==> src/rtl/tmds_gearbox_pkg.sv <==
// Shared types, defaults and helpers for the TMDS parallel-to-serial gearbox.
// Contents: FSM state enum, beats() helper, default TMDS clock and idle control words.
package tmds_gearbox_pkg;

  typedef enum logic {
    IDLE = 1'b0,
    RUN  = 1'b1
  } state_t;

  // Pixel clock as seen on the clock lane: five ones then five zeros, LSB first.
  localparam logic [9:0] CLOCK_PATTERN_10B = 10'b0000011111;
  // TMDS control symbol for C1:C0 = 00.
  localparam logic [9:0] IDLE_CTRL_10B     = 10'b1101010100;

  // Number of serial beats needed to emit one symbol.
  function automatic int unsigned beats(input int unsigned word_width,
                                        input int unsigned bits_per_cycle);
    return word_width / bits_per_cycle;
  endfunction

endpackage

==> src/rtl/tmds_gearbox_if.sv <==
// Upstream word handshake into the gearbox.
// Signals: in_valid (source -> gearbox), in_ready (gearbox -> source),
//          in_words (one symbol per data channel).
interface tmds_gearbox_if #(
  parameter int unsigned NUM_CHANNELS = 3,
  parameter int unsigned WORD_WIDTH   = 10
);

  logic                                   in_valid;
  logic                                   in_ready;
  logic [NUM_CHANNELS-1:0][WORD_WIDTH-1:0] in_words;

  modport master (output in_valid, output in_words, input  in_ready);
  modport slave  (input  in_valid, input  in_words, output in_ready);

endinterface

==> src/rtl/tmds_gearbox_fifo.sv <==
// Synchronous word FIFO with a registered fill level and registered ready flag.
// Ports: clk, reset (sync, active-high), wr_en/wr_data (write side, gated by ready),
//        rd_en/rd_data_c (show-ahead read of the head entry), level, ready.
module tmds_word_fifo #(
  parameter int unsigned DATA_W = 30,
  parameter int unsigned DEPTH  = 4
) (
  input  logic                       clk,
  input  logic                       reset,
  input  logic                       wr_en,
  input  logic [DATA_W-1:0]          wr_data,
  input  logic                       rd_en,
  output logic [DATA_W-1:0]          rd_data_c,
  output logic [$clog2(DEPTH+1)-1:0] level,
  output logic                       ready
);

  localparam int unsigned PTR_W = $clog2(DEPTH);
  localparam int unsigned LVL_W = $clog2(DEPTH+1);

  if ((DEPTH < 2) || ((DEPTH & (DEPTH - 1)) != 0)) begin : g_bad_depth
    $error("tmds_word_fifo: DEPTH must be a power of two and at least 2");
  end

  logic [DATA_W-1:0] mem [DEPTH];
  logic [PTR_W-1:0]  wr_ptr;
  logic [PTR_W-1:0]  rd_ptr;
  logic [LVL_W-1:0]  level_d;
  logic              do_wr;
  logic              do_rd;

  // A full FIFO refuses writes even when a read frees a slot this cycle.
  assign do_wr     = wr_en && ready;
  assign do_rd     = rd_en && (level != '0);
  assign rd_data_c = mem[rd_ptr];

  // Next fill level; push and pop together leave it unchanged.
  always_comb begin
    level_d = level;
    if (do_wr && !do_rd) begin
      level_d = level + LVL_W'(1);
    end else if (!do_wr && do_rd) begin
      level_d = level - LVL_W'(1);
    end
  end

  // Pointers, level and ready flag.
  always_ff @(posedge clk) begin
    if (reset) begin
      wr_ptr <= '0;
      rd_ptr <= '0;
      level  <= '0;
      ready  <= 1'b1;
    end else begin
      if (do_wr) wr_ptr <= wr_ptr + PTR_W'(1);
      if (do_rd) rd_ptr <= rd_ptr + PTR_W'(1);
      level <= level_d;
      ready <= (level_d < LVL_W'(DEPTH));
    end
  end

  // Storage; contents are don't-care until written.
  always_ff @(posedge clk) begin
    if (do_wr) mem[wr_ptr] <= wr_data;
  end

endmodule

==> src/rtl/tmds_gearbox.sv <==
// Parallel-to-serial TMDS gearbox: buffers NUM_CHANNELS-wide symbols and emits
// BITS_PER_CYCLE bits per channel per clock, plus a generated clock lane.
// Ports: clk_pixel_x5, reset (sync, active-high), in_bus (valid/ready/words),
//        out_bits (index NUM_CHANNELS = clock lane, bit 0 sent first), out_valid,
//        word_start, underflow (sticky), clear_underflow, fifo_level.
module tmds_gearbox
  import tmds_gearbox_pkg::*;
#(
  parameter int unsigned           NUM_CHANNELS   = 3,
  parameter int unsigned           WORD_WIDTH     = 10,
  parameter int unsigned           BITS_PER_CYCLE = 2,
  parameter int unsigned           FIFO_DEPTH     = 4,
  parameter bit                    LSB_FIRST      = 1'b1,
  parameter logic [WORD_WIDTH-1:0] CLOCK_PATTERN  = WORD_WIDTH'(CLOCK_PATTERN_10B),
  parameter logic [WORD_WIDTH-1:0] IDLE_WORD      = WORD_WIDTH'(IDLE_CTRL_10B)
) (
  input  logic                                      clk_pixel_x5,
  input  logic                                      reset,
  tmds_gearbox_if.slave                             in_bus,
  output logic [NUM_CHANNELS:0][BITS_PER_CYCLE-1:0] out_bits,
  output logic                                      out_valid,
  output logic                                      word_start,
  output logic                                      underflow,
  input  logic                                      clear_underflow,
  output logic [$clog2(FIFO_DEPTH+1)-1:0]           fifo_level
);

  localparam int unsigned BEATS  = beats(WORD_WIDTH, BITS_PER_CYCLE);
  localparam int unsigned BEAT_W = (BEATS > 1) ? $clog2(BEATS) : 1;
  localparam int unsigned DATA_W = NUM_CHANNELS * WORD_WIDTH;
  localparam logic [BEAT_W-1:0] LAST_BEAT = BEAT_W'(BEATS - 1);

  if ((WORD_WIDTH % BITS_PER_CYCLE) != 0) begin : g_bad_bpc
    $error("tmds_gearbox: WORD_WIDTH must be a multiple of BITS_PER_CYCLE");
  end

  state_t                               state_q;
  state_t                               state_d;
  logic [BEAT_W-1:0]                    beat_q;
  logic [NUM_CHANNELS:0][WORD_WIDTH-1:0] shift_q;
  logic [DATA_W-1:0]                    fifo_head;
  logic                                 fifo_ready;
  logic                                 fifo_wr;
  logic                                 load_c;
  logic                                 pop_c;
  logic                                 load_idle_c;

  assign fifo_wr         = in_bus.in_valid && fifo_ready;
  assign in_bus.in_ready = fifo_ready;

  tmds_word_fifo #(
    .DATA_W (DATA_W),
    .DEPTH  (FIFO_DEPTH)
  ) u_fifo (
    .clk       (clk_pixel_x5),
    .reset     (reset),
    .wr_en     (fifo_wr),
    .wr_data   (in_bus.in_words),
    .rd_en     (pop_c),
    .rd_data_c (fifo_head),
    .level     (fifo_level),
    .ready     (fifo_ready)
  );

  // State register.
  always_ff @(posedge clk_pixel_x5) begin
    if (reset) state_q <= IDLE;
    else       state_q <= state_d;
  end

  // Next state: RUN is only left through reset so the clock lane never stalls.
  always_comb begin
    state_d = state_q;
    case (state_q)
      IDLE:    if (fifo_level != '0) state_d = RUN;
      RUN:     state_d = RUN;
      default: state_d = IDLE;
    endcase
  end

  // Symbol load control; an empty FIFO at the last beat substitutes the idle word.
  always_comb begin
    load_c      = 1'b0;
    pop_c       = 1'b0;
    load_idle_c = 1'b0;
    case (state_q)
      IDLE: begin
        if (fifo_level != '0) begin
          load_c = 1'b1;
          pop_c  = 1'b1;
        end
      end
      RUN: begin
        if (beat_q == LAST_BEAT) begin
          load_c = 1'b1;
          if (fifo_level != '0) pop_c       = 1'b1;
          else                  load_idle_c = 1'b1;
        end
      end
      default: ;
    endcase
  end

  // Shifters, beat counter, status flags.
  always_ff @(posedge clk_pixel_x5) begin
    if (reset) begin
      beat_q     <= '0;
      shift_q    <= '0;
      out_valid  <= 1'b0;
      word_start <= 1'b0;
      underflow  <= 1'b0;
    end else begin
      if (load_c) begin
        beat_q                <= '0;
        shift_q[NUM_CHANNELS] <= CLOCK_PATTERN;
        for (int unsigned c = 0; c < NUM_CHANNELS; c++) begin
          shift_q[c] <= load_idle_c ? IDLE_WORD : fifo_head[c*WORD_WIDTH +: WORD_WIDTH];
        end
      end else if (state_q == RUN) begin
        beat_q <= beat_q + BEAT_W'(1);
        for (int unsigned c = 0; c <= NUM_CHANNELS; c++) begin
          shift_q[c] <= LSB_FIRST ? (shift_q[c] >> BITS_PER_CYCLE)
                                  : (shift_q[c] << BITS_PER_CYCLE);
        end
      end
      out_valid  <= (state_d == RUN);
      word_start <= load_c;
      // Set has priority over clear.
      if (load_idle_c)          underflow <= 1'b1;
      else if (clear_underflow) underflow <= 1'b0;
    end
  end

  // Serial taps come straight off the shifter ends; zero while IDLE.
  always_comb begin
    out_bits = '0;
    for (int unsigned c = 0; c <= NUM_CHANNELS; c++) begin
      for (int unsigned j = 0; j < BITS_PER_CYCLE; j++) begin
        out_bits[c][j] = LSB_FIRST ? shift_q[c][j] : shift_q[c][WORD_WIDTH-1-j];
      end
    end
  end

endmodule

==> src/flat_wrapper.sv <==
// flat-port wrapper written by rule: the top's interface ports become plain ports
module tmds_gearbox_flat import tmds_gearbox_pkg::*;
#(
  parameter int unsigned           NUM_CHANNELS   = 3,
  parameter int unsigned           WORD_WIDTH     = 10,
  parameter int unsigned           BITS_PER_CYCLE = 2,
  parameter int unsigned           FIFO_DEPTH     = 4,
  parameter bit                    LSB_FIRST      = 1'b1,
  parameter logic [WORD_WIDTH-1:0] CLOCK_PATTERN  = WORD_WIDTH'(CLOCK_PATTERN_10B),
  parameter logic [WORD_WIDTH-1:0] IDLE_WORD      = WORD_WIDTH'(IDLE_CTRL_10B)
)
  (clk_pixel_x5, reset, out_bits, out_valid, word_start, underflow, clear_underflow, fifo_level, in_bus_in_valid, in_bus_in_words, in_bus_in_ready);
  tmds_gearbox_if #(.NUM_CHANNELS(NUM_CHANNELS), .WORD_WIDTH(WORD_WIDTH)) in_bus_i ();
  input  logic clk_pixel_x5;
  input  logic reset;
  output logic [NUM_CHANNELS:0][BITS_PER_CYCLE-1:0] out_bits;
  output logic out_valid;
  output logic word_start;
  output logic underflow;
  input  logic clear_underflow;
  output logic [$clog2(FIFO_DEPTH+1)-1:0] fifo_level;
  input wire logic [$bits(in_bus_i.in_valid)-1:0] in_bus_in_valid;
  input wire logic [$bits(in_bus_i.in_words)-1:0] in_bus_in_words;
  output wire logic [$bits(in_bus_i.in_ready)-1:0] in_bus_in_ready;
  assign in_bus_i.in_valid = in_bus_in_valid;
  assign in_bus_i.in_words = in_bus_in_words;
  assign in_bus_in_ready = in_bus_i.in_ready;
  tmds_gearbox #(.NUM_CHANNELS(NUM_CHANNELS), .WORD_WIDTH(WORD_WIDTH), .BITS_PER_CYCLE(BITS_PER_CYCLE), .FIFO_DEPTH(FIFO_DEPTH), .LSB_FIRST(LSB_FIRST), .CLOCK_PATTERN(CLOCK_PATTERN), .IDLE_WORD(IDLE_WORD)) u_core (.clk_pixel_x5(clk_pixel_x5), .reset(reset), .in_bus(in_bus_i), .out_bits(out_bits), .out_valid(out_valid), .word_start(word_start), .underflow(underflow), .clear_underflow(clear_underflow), .fifo_level(fifo_level));
endmodule
==> config.mk <==
export PLATFORM = sky130hd
export DESIGN_NAME = tmds_gearbox_flat
export DESIGN_NICKNAME = d
export VERILOG_FILES = /design/src/rtl/tmds_gearbox_pkg.sv /design/src/rtl/tmds_gearbox_if.sv /design/src/rtl/tmds_gearbox_fifo.sv /design/src/rtl/tmds_gearbox.sv /design/src/flat_wrapper.sv
export SDC_FILE = /design/constraint.sdc
export NUM_CORES = 1
export LEC_CHECK = 0
export ABC_AREA = 1
export ABC_CLOCK_PERIOD_IN_PS = 5350
export CORE_ASPECT_RATIO = 0.7
export CORE_MARGIN = 2
export CORE_UTILIZATION = 60
export CTS_BUF_LIST = sky130_fd_sc_hd__clkbuf_4
export DETAILED_ROUTE_END_ITERATION = 7
export PLACE_DENSITY = 0.83
export SYNTH_ARGS = -nofsm -noshare
export SYNTH_HDL_FRONTEND = slang
export SYNTH_SLANG_ARGS = --single-unit
==> constraint.sdc <==
create_clock -name clk_pixel_x5 -period 5.35 [get_ports clk_pixel_x5]
set_input_delay 1.07 -clock clk_pixel_x5 [delete_from_list [all_inputs] [get_ports clk_pixel_x5]]
set_output_delay 1.07 -clock clk_pixel_x5 [all_outputs]
set_load 0.005 [all_outputs]
After elaboration in Yosys (flattened, before gate mapping)
Memory sizes are Yosys's and may differ from the RTL's. A register that Yosys moved wholly into a read port is not among the register bits.
Cells that the tools add are included.
{"block": "classes", "n_addsub": 5, "magnitude_cmp": 1, "n_eq_ne": 1, "muxes": 22, "bitwise": 1, "reduce_logical": 11}
{"op": "35-bit 2-to-1 mux", "n": 2}
{"op": "10-bit 2-to-1 mux", "n": 3}
{"op": "1-bit 2-to-1 mux", "n": 10}
{"op": "3-bit by 1-bit adder with 3-bit output, second input constant", "n": 2}
{"op": "3-bit 2-to-1 mux", "n": 2}
{"op": "1-bit case mux with 2 select lines", "n": 3}
{"op": "1-bit logical AND", "n": 5}
{"op": "2-bit by 1-bit adder with 2-bit output, second input constant", "n": 2}
{"op": "2-bit 2-to-1 mux", "n": 2}
{"op": "2-bit nonzero test", "n": 2}
{"op": "3-bit == test, second input constant", "n": 1}
{"op": "3-bit less-than comparator, second input constant", "n": 1}
{"op": "3-bit nonzero test", "n": 1}
{"op": "3-bit by 1-bit subtractor with 3-bit output, second input constant", "n": 1}
{"op": "1-bit zero test", "n": 2}
{"op": "2-bit OR reduction", "n": 1}
{"op": "1-bit inverter", "n": 1}
{"block": "totals", "reg_bits": 49, "ramBits": 120, "inputBits": 34, "memories": 1}
{"memory": "u_core.u_fifo.mem", "words": 4, "width": 30, "rd": 1, "rd_ports_with_merged_regs": 1, "write_ports": 1, "line_no": "tmds_gearbox_fifo.sv:25", "rtl": "logic [DATA_W-1:0] mem [DEPTH];"}

Logic depth before layout (Yosys ltp)
{"block": "logic_depth", "word_depth": 9, "mapped_depth": 14}

Modules after synthesis
From an unflattened synthesis, not the netlist that was laid out.
{"block": "hier_totals", "hier_cells": 659, "area_unflattened_um2": 7073.0}
{"module": "tmds_word_fifo", "instances": 1, "cells_each": 372, "area_each_um2": 5072.4, "seq_area_each_um2": 3803.6}
{"module": "tmds_gearbox", "instances": 1, "cells_each": 287, "area_each_um2": 2000.7, "seq_area_each_um2": 780.7}

Least setup slack after synthesis
No wires, ideal clock.
{"block": "synth_path", "path_kind": "input to register", "start": "in in_bus_in_valid", "end": "mem u_core.u_fifo.mem[0][0] (enable)", "setup_ns": 0.417, "t_arrival_ns": 2.544, "required_time_ns": 4.933, "path_slack_ns": 2.389, "path_stages": 2, "path_buffers": 0, "cell_sequence": "nand2_1 nor2_1"}
{"block": "synth_between", "elab_chain_cells": 4}
{"element": "start, declared", "line_no": "flat_wrapper.sv:22", "rtl": "input wire logic [$bits(in_bus_i.in_valid)-1:0] in_bus_in_valid;"}
{"element": "1-bit logical AND", "line_no": "tmds_gearbox.sv:48", "rtl": "assign fifo_wr = in_bus.in_valid && fifo_ready;"}
{"element": "1-bit logical AND", "line_no": "tmds_gearbox_fifo.sv:33", "rtl": "assign do_wr = wr_en && ready;"}
{"element": "1-bit 2-to-1 mux", "line_no": "tmds_gearbox_fifo.sv:64", "rtl": "if (do_wr) mem[wr_ptr] <= wr_data;"}
{"element": "1-bit 2-to-1 mux (implied by the code)", "line_no": "tmds_gearbox_fifo.sv:64"}
{"element": "end, declared", "line_no": "tmds_gearbox_fifo.sv:25"}
Every way passes these cells.

==> impl_metrics.json <==
{
  "status": "completed",
  "wl_met2_um": 6910,
  "ctsResizeCount": 0,
  "top_layer": "met4",
  "grt_pass1_vias": 4825,
  "core_area_mm2": 0.0116,
  "cap_viol_max_count": 0,
  "min_to": "u_core.shift_q[8]",
  "post-place-ws_ns": 2.58,
  "power.total_mw": 3.81,
  "drtIter0Drc": 405,
  "r2r_end": "u_core.shift_q[18]",
  "die_area_mm2": 0.0128,
  "arrival_ns": 1.61,
  "multi_input_area_mm2": 0.00191,
  "setup_slack_ns": 2.67,
  "layout-area-overhead-vs-synth_pct": 11.2,
  "cp_max_fo": 6,
  "ctsHoldBuffers": 0,
  "syn-cell-area_mm2": 0.00712,
  "dr.pass1.iters": 8,
  "setup_viol": 0,
  "nets": 824,
  "post_drt_wl_per_cell_um": 15.1,
  "ioPinCount": 49,
  "nFillCells": 889,
  "critPathRequiredTime_ns": 4.28,
  "cellLeakagePower_nw": 3.37,
  "holdPathStages": 2,
  "syn-num-nets": 787,
  "dp_hpwl_um": 8660,
  "rsz0062_at_grt": "no",
  "gp_congestion": 0.814,
  "antenna_found_initial": 0,
  "hp-start": "u_core.shift_q[8]",
  "postRouteAntennaNets": 0,
  "fp.dieW_um": 134,
  "synth_area_per_cell_um2": 9.59,
  "cts_root_buf": "clkbuf_4",
  "finalSetupTns_ns": 0,
  "vias_per_cell": 5.24,
  "h-tree-depth": 4,
  "reg2reg_slack_ns": 3.05,
  "ir_worst_vdd_uv": 245,
  "routed_wl_um": 14400,
  "drive_gt1_share_pct": 7.32,
  "crit_slowest_cell": "clkdlybuf4s50_1",
  "crit_path_end_kind": "output pin",
  "final_hold_viol_count": 0,
  "vias": 4976,
  "slew_headroom_pct": 30.9,
  "critPathBufInv": 1,
  "numCtsBuffers": 17,
  "fmax_ghz": 0.373,
  "tightest_slew_ns": 1.04,
  "path_cells": "clkdlybuf4s50_1",
  "cts_tree": "built",
  "wl_met1_um": 6240,
  "cts_setup_buffers": 0,
  "yosysSeqAreaShare_pct": 64.4,
  "grt_overflow": 0,
  "drc_errors": 0,
  "die_h_um": 95.1,
  "grt_max_degree": 62,
  "power.density_mw_per_mm2": 481,
  "min_path_type": "register to register",
  "seq_area_mm2": 0.00459,
  "skew_ns": 0.0152,
  "route.met3.wl_um": 1050,
  "synth_warnings": 0,
  "slew_viol_final": 0,
  "antenna-diode-count": 0,
  "crit_family": "buffers and inverters",
  "grt_pass1_wl_um": 23400,
  "criticalPathCategory": "register to output pin",
  "max_stage_delay_ns": 0.56,
  "netlist_instances": 742,
  "rows": 33,
  "clock-sinks": 169,
  "clkSlewWorstSetupHoldPaths_ns": 0.13,
  "post-place-cells": 917,
  "finalNonFillerCells": 949,
  "clock_latency_ns": 0.54,
  "min_period_ns": 2.68,
  "synth-seq-cells": 169,
  "startpoint_type": "register",
  "netlist-cell-type-count": 26,
  "fin_crit_sh_pct": 50.1,
  "start_util_pct": 61.1,
  "r2r_cells": 8,
  "clockBufferDepth": 2,
  "io_buffers": 48,
  "gr-usage-all-layers_pct": 24.2
}
[Yosys cell counts, drive strengths merged]
cell type,count,area [µm²]
nand2,251,965
edfxtp,120,3600
inv,111,419
nand3,60,300
dfxtp,49,981
o21ai,38,190
a21oi,32,160
nor2,28,118
buf,24,160
clkbuf,12,45.0
ha,11,138
nor3,2,10.0
clkinv,1,5.00
o21bai,1,7.51
or2,1,6.26
xor2,1,8.76
[metal layers]
layer / GRT usage (%) / vias up
met1: 31.5 / 2358
met2: 42.1 / 166
met5: 0 / -
met3: 5.42 / 17
li1: - / 2435
met4: 6.05 / 0
[cells in the final DEF, fill, tap and decap left out, types with 3 or more instances in the layout]
cell | synthesis | layout
a21oi_1 | 32 | 32
buf_4 | 9 | 6
clkbuf_4 | 0 | 22
clkdlybuf4s50_1 | 0 | 48
clkinv_2 | 1 | 6
dfxtp_1 | 49 | 48
edfxtp_1 | 120 | 120
ha_1 | 11 | 11
inv_1 | 106 | 106
inv_2 | 4 | 4
inv_4 | 1 | 3
nand2_1 | 246 | 246
nand2_2 | 3 | 3
nand3_1 | 60 | 60
nor2_1 | 25 | 21
nor2_2 | 2 | 6
o21ai_0 | 21 | 21
o21ai_1 | 17 | 17
[worst max-delay path by stage]
stage,start,end,slack [ns],cells after the start
2_1_floorplan,in_bus_in_valid,u_core.u_fifo.mem[0][0],2.39,2
6_report,register,fifo_level[2],2.67,1
3_3_place_gp,in_bus_in_valid,u_core.u_fifo.mem[3][23],2.63,4
5_1_grt,register,fifo_level[2],2.60,1
3_5_place_dp,in_bus_in_valid,u_core.u_fifo.mem[0][17],2.58,4
4_1_cts,register,fifo_level[2],2.65,1
[final cells by class]
| class | instances | share of cell area (%) |
|---|---|---|
| sequential | 169 | 57.9 |
| multi-input combinational | 425 | 24.2 |
| timing repair buffer | 54 | 6.64 |
| inverter | 112 | 5.36 |
| tap | 157 | 2.48 |
| clock buffer | 22 | 2.09 |
| clock inverter | 10 | 1.33 |
[cell families after synthesis]
family                     Yosys count  synth area share (%)
DFF                                169                  64.4
buffers and inverters              148                  8.84
AOI/OAI and AO/OA                   71                  5.03
xor gates and xnor gates             1                 0.123
adders and majority gates           11                  1.93
and+or+nand+nor                    342                  19.7
[through the flow]
step	hold WS, ns	util (%)	cell area, µm²
after global placement	0.438	65.7	7640
after floorplan	0.426	-	7120
after global routing	0.484	68.0	7920
after detailed placement	0.442	65.7	7640
final	0.463	68.0	7920
after CTS	0.465	68.0	7920
[registers in the layout (all words and copies together) (netlist names), named ones only]
signal	count
u_core.word_start	1
u_core.out_bits	7
u_core.u_fifo.ready	1
u_core.beat_q	3
u_core.shift_q	26
u_core.underflow	1
u_core.u_fifo.mem	120
u_core.u_fifo.rd_ptr	2
u_core.u_fifo.level	2
u_core.out_valid	1
u_core.u_fifo.wr_ptr	2
[power breakdown]
part | internal [mW] | switching (mW) | leakage (nW) | total [mW]
Combinational | 0.437 | 0.929 | 1.70 | 1.37
Clock | 0.300 | 0.419 | 0.158 | 0.719
Sequential | 1.64 | 0.0854 | 1.50 | 1.72
Total | 2.37 | 1.43 | 3.37 | 3.81
Power figures use the tool's default switching activity.
